### config.mk
export PLATFORM = sky130hd
export DESIGN_NAME = board_input_ctrl
export DESIGN_NICKNAME = d
export VERILOG_FILES = /design/src/rtl/board_input_ctrl_pkg.sv /design/src/rtl/board_input_ctrl_debounce.sv /design/src/rtl/board_input_ctrl.sv
export SDC_FILE = /design/constraint.sdc
export NUM_CORES = 1
export LEC_CHECK = 0
export ABC_AREA = 1
export BUFFER_PORTS_ARGS = -buffer_cell sky130_fd_sc_hd__clkbuf_2
export CORE_UTILIZATION = 53
export CTS_CLUSTER_DIAMETER = 30
export DETAILED_ROUTE_END_ITERATION = 6
export GPL_TIMING_DRIVEN = 0
export PLACE_DENSITY = 0.79
export SLEW_MARGIN = 20
export SYNTH_ARGS = -nofsm -noshare
export SYNTH_HDL_FRONTEND = slang
export SYNTH_HIERARCHICAL = 1
export SYNTH_SLANG_ARGS = --single-unit
export TNS_END_PERCENT = 100
### constraint.sdc
create_clock -name mainClk -period 1.6 [get_ports mainClk]
set_input_delay 0.24 -clock mainClk [delete_from_list [all_inputs] [get_ports mainClk]]
set_output_delay 0.24 -clock mainClk [all_outputs]
set_load 0.1 [all_outputs]
### src/rtl/board_input_ctrl_pkg.sv
// Shared types and constants for the board input controller: step FSM states,
// display-select encodings and the index of each raw input in the debounce bank.
`timescale 1ns/1ps
package board_input_ctrl_pkg;

    typedef enum logic [1:0] {
        ST_IDLE     = 2'd0,
        ST_HIGH     = 2'd1,
        ST_WAIT_REL = 2'd2
    } step_state_t;

    // {chreg1, chreg2, chPC}
    localparam logic [2:0] SEL_REG1 = 3'b100;
    localparam logic [2:0] SEL_REG2 = 3'b010;
    localparam logic [2:0] SEL_PC   = 3'b001;
    localparam logic [2:0] SEL_NONE = 3'b000;

    localparam int NUM_INPUTS = 5;
    localparam int IDX_STEP   = 0;
    localparam int IDX_AUTO   = 1;
    localparam int IDX_REG1   = 2;
    localparam int IDX_REG2   = 3;
    localparam int IDX_PC     = 4;

    // PC beats reg2 beats reg1 when edges coincide; SEL_NONE means no edge.
    function automatic logic [2:0] sel_priority(input logic rise_reg1,
                                                input logic rise_reg2,
                                                input logic rise_pc);
        logic [2:0] result;
        result = SEL_NONE;
        if (rise_pc) begin
            result = SEL_PC;
        end else if (rise_reg2) begin
            result = SEL_REG2;
        end else if (rise_reg1) begin
            result = SEL_REG1;
        end
        return result;
    endfunction

endpackage

### src/rtl/board_input_ctrl_debounce.sv
// Two-flop synchroniser followed by a counting debouncer: the level follows the
// synchronised input only after it has disagreed for DEB_CYCLES consecutive cycles.
`timescale 1ns/1ps
module board_input_ctrl_debounce #(
    parameter int DEB_CYCLES = 16
) (
    input  logic mainClk,
    input  logic rst_n,
    input  logic raw,
    output logic level,
    output logic level_next
);

    localparam int CW = (DEB_CYCLES > 1) ? $clog2(DEB_CYCLES) : 1;
    localparam logic [CW-1:0] CNT_LAST = CW'(DEB_CYCLES - 1);

    logic [1:0]    sync_reg;
    logic [CW-1:0] cnt_reg;
    logic [CW-1:0] cnt_next;
    logic          level_reg;
    logic          level_next_c;

    always_comb begin
        cnt_next     = '0;
        level_next_c = level_reg;
        if (sync_reg[1] != level_reg) begin
            if (cnt_reg == CNT_LAST) begin
                level_next_c = sync_reg[1];
            end else begin
                cnt_next = cnt_reg + 1'b1;
            end
        end
    end

    always_ff @(posedge mainClk or negedge rst_n) begin
        if (!rst_n) begin
            sync_reg  <= 2'b00;
            cnt_reg   <= '0;
            level_reg <= 1'b0;
        end else begin
            sync_reg  <= {sync_reg[0], raw};
            cnt_reg   <= cnt_next;
            level_reg <= level_next_c;
        end
    end

    // level_next lets the consumer react on the very edge the level changes.
    assign level      = level_reg;
    assign level_next = level_next_c;

endmodule

### src/rtl/board_input_ctrl.sv
// Board input controller: debounces the panel inputs, generates the CPU clock in
// single-step or free-running mode, tracks display selection and counts clk edges.
`timescale 1ns/1ps
module board_input_ctrl
    import board_input_ctrl_pkg::*;
#(
    parameter int DEB_CYCLES = 16,
    parameter int STEP_HIGH  = 4,
    parameter int AUTO_DIV   = 8
) (
    input  logic       mainClk,
    input  logic       reset,
    input  logic       btn_step,
    input  logic       sw_auto,
    input  logic       btn_reg1,
    input  logic       btn_reg2,
    input  logic       btn_pc,
    output logic       clk,
    output logic       chreg1,
    output logic       chreg2,
    output logic       chPC,
    output logic [7:0] step_cnt
);

    localparam int HW = (STEP_HIGH > 1) ? $clog2(STEP_HIGH) : 1;
    localparam int DW = (AUTO_DIV > 1) ? $clog2(AUTO_DIV) : 1;
    localparam logic [HW-1:0] HIGH_LAST = HW'(STEP_HIGH - 1);
    localparam logic [DW-1:0] DIV_LAST  = DW'(AUTO_DIV - 1);

    // Assertion is immediate; release takes effect one edge later.
    logic rst_n_int;

    always_ff @(posedge mainClk or negedge reset) begin
        if (!reset) begin
            rst_n_int <= 1'b0;
        end else begin
            rst_n_int <= 1'b1;
        end
    end

    logic [NUM_INPUTS-1:0] raw_vec;
    logic [NUM_INPUTS-1:0] deb_level;
    logic [NUM_INPUTS-1:0] deb_next;
    logic [NUM_INPUTS-1:0] deb_rise;

    assign raw_vec  = {btn_pc, btn_reg2, btn_reg1, sw_auto, btn_step};
    assign deb_rise = deb_next & ~deb_level;

    for (genvar gi = 0; gi < NUM_INPUTS; gi++) begin : g_deb
        board_input_ctrl_debounce #(
            .DEB_CYCLES(DEB_CYCLES)
        ) u_deb (
            .mainClk   (mainClk),
            .rst_n     (rst_n_int),
            .raw       (raw_vec[gi]),
            .level     (deb_level[gi]),
            .level_next(deb_next[gi])
        );
    end

    logic        auto_level;
    logic        auto_next;
    logic        step_level;
    logic        step_rise;

    assign auto_level = deb_level[IDX_AUTO];
    assign auto_next  = deb_next[IDX_AUTO];
    assign step_level = deb_level[IDX_STEP];
    assign step_rise  = deb_rise[IDX_STEP];

    step_state_t   state_reg, state_next;
    logic [HW-1:0] hcnt_reg, hcnt_next;
    logic [DW-1:0] div_reg, div_next;
    logic          clk_reg, clk_next;
    logic [7:0]    step_cnt_reg;
    logic [2:0]    sel_reg;
    logic [2:0]    sel_hit;

    always_comb begin
        state_next = state_reg;
        hcnt_next  = hcnt_reg;
        div_next   = div_reg;
        clk_next   = clk_reg;
        if (auto_next) begin
            state_next = ST_IDLE;
            hcnt_next  = '0;
            // Entering auto truncates any step pulse and restarts the divider.
            if (!auto_level) begin
                div_next = '0;
                clk_next = 1'b0;
            end else if (div_reg == DIV_LAST) begin
                div_next = '0;
                clk_next = ~clk_reg;
            end else begin
                div_next = div_reg + 1'b1;
            end
        end else if (auto_level) begin
            // Leaving auto abandons the half-period in progress.
            state_next = ST_IDLE;
            hcnt_next  = '0;
            div_next   = '0;
            clk_next   = 1'b0;
        end else begin
            div_next = '0;
            case (state_reg)
                ST_IDLE: begin
                    if (step_rise) begin
                        state_next = ST_HIGH;
                        hcnt_next  = '0;
                        clk_next   = 1'b1;
                    end
                end
                ST_HIGH: begin
                    if (hcnt_reg == HIGH_LAST) begin
                        state_next = ST_WAIT_REL;
                        hcnt_next  = '0;
                        clk_next   = 1'b0;
                    end else begin
                        hcnt_next = hcnt_reg + 1'b1;
                    end
                end
                ST_WAIT_REL: begin
                    if (!step_level) begin
                        state_next = ST_IDLE;
                    end
                end
                default: begin
                    state_next = ST_IDLE;
                    clk_next   = 1'b0;
                end
            endcase
        end
    end

    assign sel_hit = sel_priority(deb_rise[IDX_REG1], deb_rise[IDX_REG2], deb_rise[IDX_PC]);

    always_ff @(posedge mainClk or negedge rst_n_int) begin
        if (!rst_n_int) begin
            state_reg    <= ST_IDLE;
            hcnt_reg     <= '0;
            div_reg      <= '0;
            clk_reg      <= 1'b0;
            step_cnt_reg <= 8'd0;
            sel_reg      <= SEL_PC;
        end else begin
            state_reg <= state_next;
            hcnt_reg  <= hcnt_next;
            div_reg   <= div_next;
            clk_reg   <= clk_next;
            if (clk_next && !clk_reg) begin
                step_cnt_reg <= step_cnt_reg + 8'd1;
            end
            if (sel_hit != SEL_NONE) begin
                sel_reg <= sel_hit;
            end
        end
    end

    assign clk                  = clk_reg;
    assign step_cnt             = step_cnt_reg;
    assign {chreg1, chreg2, chPC} = sel_reg;

endmodule

Word-level counts from Yosys, hierarchy flattened

Index checks and enable logic that the tools add are counted.

Flip-flop bits (word level): 55
Latch bits: 0
RAM bits: 0
ROM bits: 0
Bits of input ports: 7
Logic and storage cells: 101
Memories: 0

Add/sub/neg operators: 8
Multiply operators: 0
Div/mod/pow operators: 0
Order comparisons: 0
Equality and inequality tests: 17
Shifts and indexed selects: 0
Multiplexer cells: 44
Bitwise gates (word level): 3
Reduce and logical (&&, ||, !) cells: 7

Operators by type and width:

| kind                                                             | number |
|---|---|
| 4-bit 2-to-1 mux                                                 | 10 |
| 4-bit by 1-bit adder with 4-bit output (second input constant)   | 5 |
| 4-bit == test (second input constant)                            | 5 |
| 2-bit 2-to-1 mux                                                 | 9 |
| 3-bit 2-to-1 mux                                                 | 6 |
| 1-bit 2-to-1 mux                                                 | 16 |
| 4-bit by 2-bit != test with 1-bit output (second input constant) | 3 |
| 8-bit by 1-bit adder with 8-bit output (second input constant)   | 1 |
| 2-bit case mux with 3 select lines                               | 1 |
| 5-bit AND                                                        | 1 |
| 1-bit != test                                                    | 5 |
| 5-bit NOT                                                        | 1 |
| 2-bit == test (second input constant)                            | 2 |
| 2-bit case mux with 2 select lines                               | 1 |
| 4-bit nonzero test                                               | 1 |
| 3-bit by 1-bit adder with 3-bit output (second input constant)   | 1 |
| 3-bit == test (second input constant)                            | 1 |
| 1-bit case mux with 3 select lines                               | 1 |
| 3-bit AND reduction                                              | 1 |
| 3-bit nonzero test                                               | 1 |
| 2-bit by 1-bit adder with 2-bit output (second input constant)   | 1 |
| 2-bit by 1-bit == test with 1-bit output (second input constant) | 1 |
| 2-bit logical NOT                                                | 1 |
| 2-bit AND reduction                                              | 1 |
| 3 further kinds                                                  | 3 |

Longest topological paths before layout

Gate-level depths: netlist of run 1.

Word-level depth: 9
Mapped depth: 13
Depth with buffers taken out: 13

Cells and area by module

Netlist of run 1, hierarchy kept.

By module, submodules not included:

| module                    | instances | cells an instance | area an instance (um2) | sequential area each (um2) |
|---|---|---|---|---|
| board_input_ctrl_debounce | 5         | 28                | 275.3                  | 175.2 |
| board_input_ctrl          | 1         | 135               | 1069.8                 | 501.7 |

Worst setup path after synthesis of run 1

OpenSTA, ideal clock, no wires.

Path kind: register to register
Start: register step_cnt_reg[0] (netlist: step_cnt[0])
End: register step_cnt_reg[6] (netlist: step_cnt[6])
Arrival: 1.791 ns
Data required time: 1.478 ns
Slack: -0.313 ns
Cell stages (with the launch flop): 7
Path buffers: 0
Cell sequence: dfrtp_1 -> ha_1 -> nand3_1 -> o21ai_0 -> nand2_1 -> nand3_1 -> nand2_1

Longest elaborated chain between the ends: 1

Ends and longest elaborated chain:

| item                                   | RTL line                | RTL |
|---|---|---|
| start, declared                        | board_input_ctrl.sv:75  | `logic [7:0] step_cnt_reg;` |
| start signal, assigned                 | board_input_ctrl.sv:151 | `step_cnt_reg <= step_cnt_reg + 8'd1;` |
| 8-bit by 1-bit adder with 8-bit output | board_input_ctrl.sv:151 |  |

Every way passes these cells.
A chain may end at the register's enable or synchronous reset.

Worst setup path after layout of run 1

Start: register g_deb[1].u_deb.cnt_reg[0]
End: register step_cnt_reg[0] (netlist: step_cnt[0])

Longest elaborated chain between the ends: 5

Ends and longest elaborated chain:

| item                   | RTL line                        | RTL |
|---|---|---|
| start, declared        | board_input_ctrl_debounce.sv:18 | `logic [CW-1:0] cnt_reg;` |
| start signal, assigned | board_input_ctrl_debounce.sv:42 | `cnt_reg <= cnt_next;` |
| 4-bit == test          | board_input_ctrl_debounce.sv:27 | `if (cnt_reg == CNT_LAST) begin` |
| 1-bit 2-to-1 mux       | board_input_ctrl_debounce.sv:27 |  |
| 1-bit 2-to-1 mux       | board_input_ctrl_debounce.sv:26 | `if (sync_reg[1] != level_reg) begin` |
| via auto_next          | board_input_ctrl.sv:62          | `logic auto_next;` |
| 1-bit 2-to-1 mux       | board_input_ctrl.sv:84          | `if (auto_next) begin` |
| via clk_next           | board_input_ctrl.sv:74          | `logic clk_reg, clk_next;` |
| 1-bit logical AND      | board_input_ctrl.sv:150         | `if (clk_next && !clk_reg) begin` |

The timed path passes the listed nets, and every way through them passes these cells.

==> results of run 1 <==
## per-stage QoR
stage / setup slack (ns) / hold WS (ns) / util (%)
final: -0.0559 / 0.0385 / 67.5
after global placement: -0.101 / 0.0146 / 60.5
after floorplan: 0.00265 / -0.0556 / -
after CTS: -0.0190 / 0.0262 / 65.6
after detailed placement: -0.181 / 0.0154 / 60.5
after global routing: -0.174 / 0.0176 / 67.5
## synthesized netlist by cell type (2+ instances only)
library cell	count	area (µm²)
o21ai_1	5	25.0
xor2_1	2	17.5
nand4_1	6	37.5
dfrtp_1	54	1350
nand2_2	2	12.5
xnor2_1	6	52.6
nand2_1	73	274
o21ai_0	5	25.0
ha_1	9	113
inv_1	37	139
nand3_1	27	135
nor2_1	34	128
nor3_1	2	10.0
## what timing repair did
item,CTS,global route
pin swaps,2,7
gates resized for setup,9,12
hold buffers,1,0
cloned,1,0
hold endpoints to repair,1,0
setup buffers,11,5
endpoints found under the setup margin,12,11
## worst paths after layout
kind	to	from	slack, ns
setup / recovery	step_cnt[0]	g_deb[1].u_deb/cnt_reg[0]	-0.06
hold / removal	g_deb[0].u_deb/sync_reg[0]	btn_step	0.04
setup reg to reg	step_cnt[0]	g_deb[1].u_deb/cnt_reg[0]	-0.06
hold reg to reg	g_deb[2].u_deb/sync_reg[1]	g_deb[2].u_deb/sync_reg[0]	0.36
max in group asynchronous	step_cnt[2]	rst_n_int	0.73
min in group asynchronous	rst_n_int	reset	0.23
## power by group through the flow
stage | Combinational, W | Clock (W) | Sequential (W)
after floorplan | 0.000160 | 0 | 0.00166
after global placement | 0.000289 | 0 | 0.00159
after detailed placement | 0.000301 | 0 | 0.00160
after CTS | 0.000333 | 0.000753 | 0.00157
after global routing | 0.000393 | 0.000806 | 0.00159
final | 0.000346 | 0.000722 | 0.00157
## final cells by class
| class | count | share of cell area (%) |
|---|---|---|
| Multi-Input combinational cell | 182 | 35.6 |
| Inverter | 39 | 5.03 |
| Clock buffer | 8 | 2.70 |
| Sequential cell | 55 | 46.9 |
| Timing Repair Buffer | 35 | 7.57 |
| Tap cell | 52 | 2.20 |
## cells by family after synthesis
group	after synthesis	share of synthesized area, %
and+or+nand+nor	149	26.7
adders and majority gates	9	4.60
DFF	55	56.3
AOI/OAI and AO/OA	14	3.27
other	1	0.153
buffers and inverters	39	6.09
xor gates and xnor gates	8	2.86
## layer usage
layer  vias to the layer above  track usage, %
met4                         0            5.11
met2                        30            33.9
met1                       862            22.7
li1                        947               -
met5                         -               0
met3                         4            5.63
## worst register-to-register path, delay by kind of cell (launching register included)
kind	cells	cell delay (ns)
AO/OA/AOI/OAI	3	0.38
adder cells (fa/ha/maj)	1	0.19
flip-flops	1	0.43
AND/OR/NAND/NOR	7	0.56
==> results.toml, run 1 <==
[outcome]
outcome = "finished with violations"
violations = "negative setup slack"

[critical_path]
cp_slowest_stage_delay_ns = 0.43
end_kind = "register"
crit_family = "simple AND/OR/NAND/NOR gates"
arrival_ns = 1.85
cp_max_fo = 8
critPathKind = "reg -> reg"
start_kind = "register"
path_cells = "ha_4 > nand3_4 > nand2_2 > o21ai_4 > nand2_2 > a21oi_2 > o21ai_4 > nand2_8 > nand2_8 > nand2_1 > nand2_1"
cp_num_cells = 11
reg2reg_depth = 11
crit_slowest_cell = "dfrtp_1"
cp.buffers_inverters = 0
cp.required_ns = 1.80

[place]
io_buffers = 18
placed_area_um2 = 2650
dp.cells = 345
place_congestion = 0.859
hpwl_um = 2650

[cells_and_area]
n_antenna_cell = 0
multi_input_area_um2 = 1050
mostFrequentLayoutCell = "nand2_1"
final_cell_count_no_fill = 371
largest_register_ffs = 20
layout_common_cells = "nand2_1 (67), dfrtp_1 (47), inv_1 (37)"
fin_area_um2 = 2960
nFillCells = 341
seq_area_um2 = 1390
syn_to_final_growth_pct = 21.0
final_layout_size_suffix_gt1_share_pct = 24.1
final_nets = 334

[synthesis]
synth_area_um2 = 2450
syn-num-nets = 291
yosysWarningCount = 6
async_reset_ff_share_pct = 100
synth_area_per_cell_um2 = 8.89
synth.distinct_cells = 26
syn_inst = 275
ys_ff_latch = 55
yosysSeqAreaShare_pct = 56.3
synth-edff-count = 0
ys.flop_type = "dfrtp_1"

[die]
ioPinCount = 19
fp.coreArea_um2 = 4380
die_h_um = 69.9
start_util_pct = 55.8
die_x_um = 69.9
rows = 24
dieArea_um2 = 4890

[timing]
timing.setup.tns_ns = -0.400
hold_viol_final = 0
tightest_slew_ns = 0.683
grt_setup_unrepaired = "yes"
finalCritPeriodShare_pct = 103
final_max_slew_viol_count = 0
clock_skew_ns = 0.00888
fin_crit_ns = 1.66
finalWorstSetupSlack_ns = -0.0559
relSlewSlack_pct = 54.5
setup_violations = 8
fmax_mhz = 604

[grt]
overflow = 0
track_usage_pct = 19.1
grt_pass1_wl_um = 7410
grt_max_degree = 55
antenna_found_initial = 0
grt_pass1_vias = 1801

[clocking]
clockRootBuffer = "clkbuf_8"
cts_max_path_buffers = 2
h-tree-depth = 2
cts-buffers-inserted = 5
cts_tree = "done"
path_clk_slew_ns = 0.09
insertion_delay_ns = 0.30
cts_sinks = 55

[job]
maxCapViolations = 0

[worst_hold_path]
hp-class = "in -> reg"
holdPathStages = 1

[routing]
ant_nets = 0
wire_per_inst_um = 11.2
routed_via_density = 4.97
wl_met3_um = 130
drtPass1Iterations = 6
via_count = 1843
dr_wl_met2_um = 2090
highest_layer = "met4"
drt_wl_total_um = 4170
remaining_drc_errors = 0
drtIter0Drc = 84
wl_met1_um = 1910

[power_and_ir_drop]
power.leakage_nw = 1.50
p_total_w = 0.00264
pwr-share-comb_pct = 13.1
powerDensity_nw_per_um2 = 891
p_int_w = 0.00190
p_switching_w = 0.000737
ir_drop_mv = 0.765
switching_share_pct = 27.9
clkPwrFrac_pct = 27.4
p_seq_share_pct = 59.5
No activity file was read; power rests on OpenSTA's default activity.
==> run 2, diff against run 1 <==
==> constraint.sdc (replaced) <==
create_clock -name mainClk -period 1.6 [get_ports mainClk]
set_input_delay 0.32 -clock mainClk [delete_from_list [all_inputs] [get_ports mainClk]]
set_output_delay 0.32 -clock mainClk [all_outputs]
set_load 0.1 [all_outputs]
==> run 2 against run 1 <==
  * Final cell count unchanged
  * Critical path depth stayed put
  * Clock skew is essentially flat
  * Flip-flop and latch count unchanged
  * Core utilization rose by 0.057 points
  * Largest power group unchanged
  * Clock-buffer cell count unchanged
  * The flow still finishes with violations (negative setup slack)
  * Critical endpoint unchanged
  * Maximum frequency hardly changed
  * Global-route usage is the same
==> results.toml, run 2 (synthesized netlist as in run 1, its figures left out) <==
[clocking]
clockRootBuffer = "clkbuf_8"
path_clk_slew_ns = 0.09
h-tree-depth = 2
cts_sinks = 55
cts-buffers-inserted = 5
insertion_delay_ns = 0.30
cts_tree = "done"
cts_max_path_buffers = 2

[critical_path]
endpoint = "step_cnt[0]"
r2r_setup_slack_ns = -0.06
arrival_ns = 1.85
r2r_end = "step_cnt[0]"
start_kind = "register"
crit_start = "g_deb[1].u_deb/cnt_reg[0]"
critPathKind = "reg -> reg"
cp.required_ns = 1.80
cp_slowest_stage_delay_ns = 0.43
crit_slowest_cell = "dfrtp_1"
path_cells = "ha_4 > nand3_4 > nand2_2 > o21ai_4 > nand2_2 > a21oi_2 > o21ai_4 > nand2_8 > nand2_8 > nand2_1 > nand2_1"
reg2reg_depth = 11
cp_max_fo = 8
reg2reg_from = "g_deb[1].u_deb/cnt_reg[0]"
end_kind = "register"

[die]
ioPinCount = 19
die_h_um = 69.9
rows = 24
dieArea_um2 = 4890
start_util_pct = 55.8
die_x_um = 69.9
fp.coreArea_um2 = 4380

[power_and_ir_drop]
power.leakage_nw = 1.50
ir_drop_mv = 0.765
pwr-share-comb_pct = 13.1
p_int_w = 0.00190
p_switching_w = 0.000737
p_seq_share_pct = 59.5
p_total_w = 0.00264
powerDensity_nw_per_um2 = 890
switching_share_pct = 27.9
clkPwrFrac_pct = 27.4

[timing]
finalCritPeriodShare_pct = 103
finalWorstSetupSlack_ns = -0.0558
relSlewSlack_pct = 54.5
whs_ns = 0.118
fmax_mhz = 604
setup_violations = 8
fin_crit_ns = 1.66
clock_skew_ns = 0.00889
grt_setup_unrepaired = "yes"
hold_viol_final = 0
timing.setup.tns_ns = -0.399
tightest_slew_ns = 0.683
final_max_slew_viol_count = 0

[routing]
remaining_drc_errors = 0
drt_wl_total_um = 4170
wire_per_inst_um = 11.2
via_count = 1843
ant_nets = 0
routed_via_density = 4.97
drtPass1Iterations = 6
drtIter0Drc = 86

[cells_and_area]
layout_common_cells = "nand2_1 (67), dfrtp_1 (47), inv_1 (37)"
largest_register_ffs = 20
mostFrequentLayoutCell = "nand2_1"
n_antenna_cell = 0
final_cell_count_no_fill = 371
final_nets = 334
final_layout_size_suffix_gt1_share_pct = 24.1
syn_to_final_growth_pct = 21.1

[grt]
grt_pass1_vias = 1801
overflow = 0
track_usage_pct = 19.1
grt_pass1_wl_um = 7410
grt_max_degree = 55
antenna_found_initial = 0

[outcome]
violations = "negative setup slack"
outcome = "finished with violations"

[job]
maxCapViolations = 0

[place]
dp.cells = 345
hpwl_um = 2650
io_buffers = 18
place_congestion = 0.859
dp_slack_ns = -0.181

[worst_hold_path]
hp-class = "in -> reg"
==> run 2: cell type report <==
| cell class | count | area (µm²) |
|---|---|---|
| fillers | 341 | 1420 |
| flip-flops and latches | 55 | 1390 |
| multi-input cells | 182 | 1050 |
| repair buffers | 35 | 226 |
| inverters | 39 | 149 |
| clock buffers | 8 | 80.1 |
| well taps | 52 | 65.1 |
==> run 2: routing by layer <==
layer | global-route usage [%] | wire [µm]
met1 | 22.7 | 1910
met2 | 33.9 | 2090
met3 | 5.63 | 135
met4 | 5.11 | 41
met5 | 0 | 0
==> run 2: what timing repair did <==
| item | CTS | global route |
|---|---|---|
| pin swaps | 2 | 7 |
| gates cloned | 1 | 0 |
| setup buffers | 11 | 5 |
| hold buffers | 1 | 0 |
| hold endpoints to repair | 1 | 0 |
| setup endpoints to repair | 13 | 13 |
| resized for setup | 10 | 14 |
==> run 2: how the worst min path moves through the flow <==
stage              from                         end  slack [ns]  cells after the start
4_1_cts          btn_pc  g_deb[4].u_deb/sync_reg[0]        0.11                      1
2_1_floorplan     reset                   rst_n_int        0.02                      0
3_5_place_dp      reset                   rst_n_int         0.1                      1
5_1_grt          btn_pc  g_deb[4].u_deb/sync_reg[0]         0.1                      1
6_report       btn_step  g_deb[0].u_deb/sync_reg[0]        0.12                      1
3_3_place_gp      reset                   rst_n_int        0.09                      1
==> run 2: through the flow <==
| stage | area (µm²) | utilization, % |
|---|---|---|
| floorplan | 2500 | - |
| global placement | 2650 | 60.5 |
| detailed placement | 2650 | 60.5 |
| CTS | 2880 | 65.7 |
| global route | 2960 | 67.6 |
| finish | 2960 | 67.6 |
==> run 2: power groups by stage <==
stage,clock network (W),registers [W],logic (W)
floorplan,0,0.00166,0.000160
global placement,0,0.00159,0.000289
detailed placement,0,0.00160,0.000301
CTS,0.000753,0.00157,0.000334
global route,0.000806,0.00159,0.000393
finish,0.000722,0.00157,0.000347
==> run 2: worst max-delay path, delay by kind of cell (launching register included) <==
family,cells,cell delay [ns]
DFF,1,0.43
and+or+nand+nor,7,0.54
adders and majority gates,1,0.19
AOI/OAI and AO/OA,3,0.38
==> run 3, diff against run 2 <==
--- a/config.mk
+++ b/config.mk
@@ -15,6 +15,5 @@
 export SLEW_MARGIN = 20
 export SYNTH_ARGS = -nofsm -noshare
 export SYNTH_HDL_FRONTEND = slang
-export SYNTH_HIERARCHICAL = 1
 export SYNTH_SLANG_ARGS = --single-unit
 export TNS_END_PERCENT = 100
==> run 3 against run 2 <==
  * The flow now finishes without violations
  * Maximum frequency grew 9.6%
  * Worst setup slack improved by 0.15 ns
  * Sequential power about the same
  * First-iteration DRC count is 49% lower
  * Combinational power decreased by 9.5%
  * Clock-buffer cell count is the same
  * Worst hold slack better by 0.0087 ns
  * Final area is 9.9% lower
==> results.toml, run 3 <==
[cells_and_area]
layout_common_cells = "nand2_1 (49), dfrtp_1 (45), nor2_1 (34)"
largest_register_ffs = 20
final_cell_count_no_fill = 323
syn_to_final_growth_pct = 11.8
final_nets = 286
final_layout_size_suffix_gt1_share_pct = 18.8
fin_util_pct = 61.3
fin_area_um2 = 2670
n_antenna_cell = 0
mostFrequentLayoutCell = "nand2_1"

[place]
placed_area_um2 = 2560
place_congestion = 0.745
dp.cells = 313
hpwl_um = 2440
io_buffers = 18

[critical_path]
cp_max_fo = 5
cp.buffers_inverters = 1
cp.required_ns = 1.28
crit_family = "buffers and inverters"
reg2reg_from = "div_reg[0]"
cp_slowest_stage_delay_ns = 0.47
start_kind = "register"
end_kind = "output pin"
arrival_ns = 1.19
path_cells = "clkbuf_2"
crit_start = "step_cnt[3]"
critPathKind = "reg -> out"
crit_slowest_cell = "clkbuf_2"

[die]
fp.coreArea_um2 = 4350
die_h_um = 69.1
dieArea_um2 = 4780
start_util_pct = 54.8
rows = 24
die_x_um = 69.1
ioPinCount = 19

[synthesis]
syn-num-nets = 259
yosysWarningCount = 0
synth_area_per_cell_um2 = 9.82
synth-edff-count = 0
netlist_top_cells_area = "dfrtp_1 (57%), nand2_1 (7.9%), nor2_1 (5.3%)"
syn_inst = 243
yosys-top-cells-count = "dfrtp_1 (54), nand2_1 (50), nor2_1 (34)"
synth_area_um2 = 2390
ys_ff_latch = 55
synth.top_cell.area_share_pct = 56.6
yosysMostFrequentCell = "dfrtp_1"
async_reset_ff_share_pct = 100
ys.flop_type = "dfrtp_1"
synth_top_area_cell = "dfrtp_1"
synth.distinct_cells = 27
yosysSeqAreaShare_pct = 57.7

[power_and_ir_drop]
power.leakage_nw = 1.34
p_total_w = 0.00261
powerDensity_nw_per_um2 = 979
ir_drop_mv = 0.550

[routing]
remaining_drc_errors = 0
drt_wl_total_um = 3410
drtIter0Drc = 44
wire_per_inst_um = 10.6
via_count = 1619
ant_nets = 0
routed_via_density = 5.01
drtPass1Iterations = 4

[outcome]
outcome = "complete, no violations"

[clocking]
clockRootBuffer = "clkbuf_8"
cts_max_path_buffers = 2
cts_tree = "done"
insertion_delay_ns = 0.30
cts-buffers-inserted = 5
path_clk_slew_ns = 0.09
cts_sinks = 55
h-tree-depth = 2

[timing]
final_max_slew_viol_count = 0
setup_violations = 0
whs_ns = 0.127
finalCritPeriodShare_pct = 94.4
clock_skew_ns = 0.00493
fin_crit_ns = 1.51
hold_viol_final = 0
relSlewSlack_pct = 56.7
fmax_mhz = 662
tightest_slew_ns = 0.650

[grt]
grt_pass1_vias = 1550
antenna_found_initial = 0
overflow = 0
grt_pass1_wl_um = 6300
track_usage_pct = 16.3
grt_max_degree = 55

[job]
maxCapViolations = 0

[worst_hold_path]
min_from = "sw_auto"
hp-class = "in -> reg"
[run 3: cell type report]
class,count,area (µm²)
clock buffer,8,80.1
fill,371,1690
tap,52,65.1
timing repair buffer,20,110
sequential,55,1390
multi-input combinational,167,941
inverter,21,81.3
[run 3: power by group]
part | total, W | internal [W] | switching (W)
Sequential | 0.00159 | 0.00149 | 0.0000985
Clock | 0.000712 | 0.000312 | 0.000400
Combinational | 0.000314 | 0.000136 | 0.000179
Total | 0.00261 | 0.00193 | 0.000678
[run 3: cell families after synthesis]
group,synth area share [%]
buffers and inverters,3.41
xor gates and xnor gates,5.14
AOI/OAI and AO/OA,3.83
other,0.157
adders and majority gates,4.72
and+or+nand+nor,25.1
DFF,57.7
[run 3: path summary, 6_finish.rpt]
kind	endpoint	slack (ns)	cells past startpoint
max	step_cnt[3]	0.09	1
min reg2reg	g_deb[1].u_deb.sync_reg[1]	0.35	0
min	g_deb[1].u_deb.sync_reg[0]	0.13	1
max reg2reg	step_cnt[6]	0.11	8
min in group asynchronous	rst_n_int	0.33	2
max in group asynchronous	step_cnt[5]	0.77	0
[run 3: repair_timing]
item / CTS / global route
endpoints found under the hold margin: 1 / 0
buffers inserted: 0 / 1
pin swaps: 0 / 1
hold buffers: 1 / 0
endpoints found under the setup margin: 1 / 8
resized for setup: 1 / 3
gates cloned: 0 / 0
[run 3: through the flow]
step                setup TNS (ns)  setup WS (ns)
floorplan                        0         0.0322
global placement                 0          0.112
detailed placement               0         0.0781
CTS                              0         0.0712
global route               -0.0199        -0.0114
finish                           0         0.0896
[run 3: per-layer routing]
layer / GRT usage (%) / part of all wire [%]
met3: 4.39 / 3.2
met2: 26.5 / 50
met4: 5.90 / 1.1
met5: 0 / 0
met1: 20.9 / 46
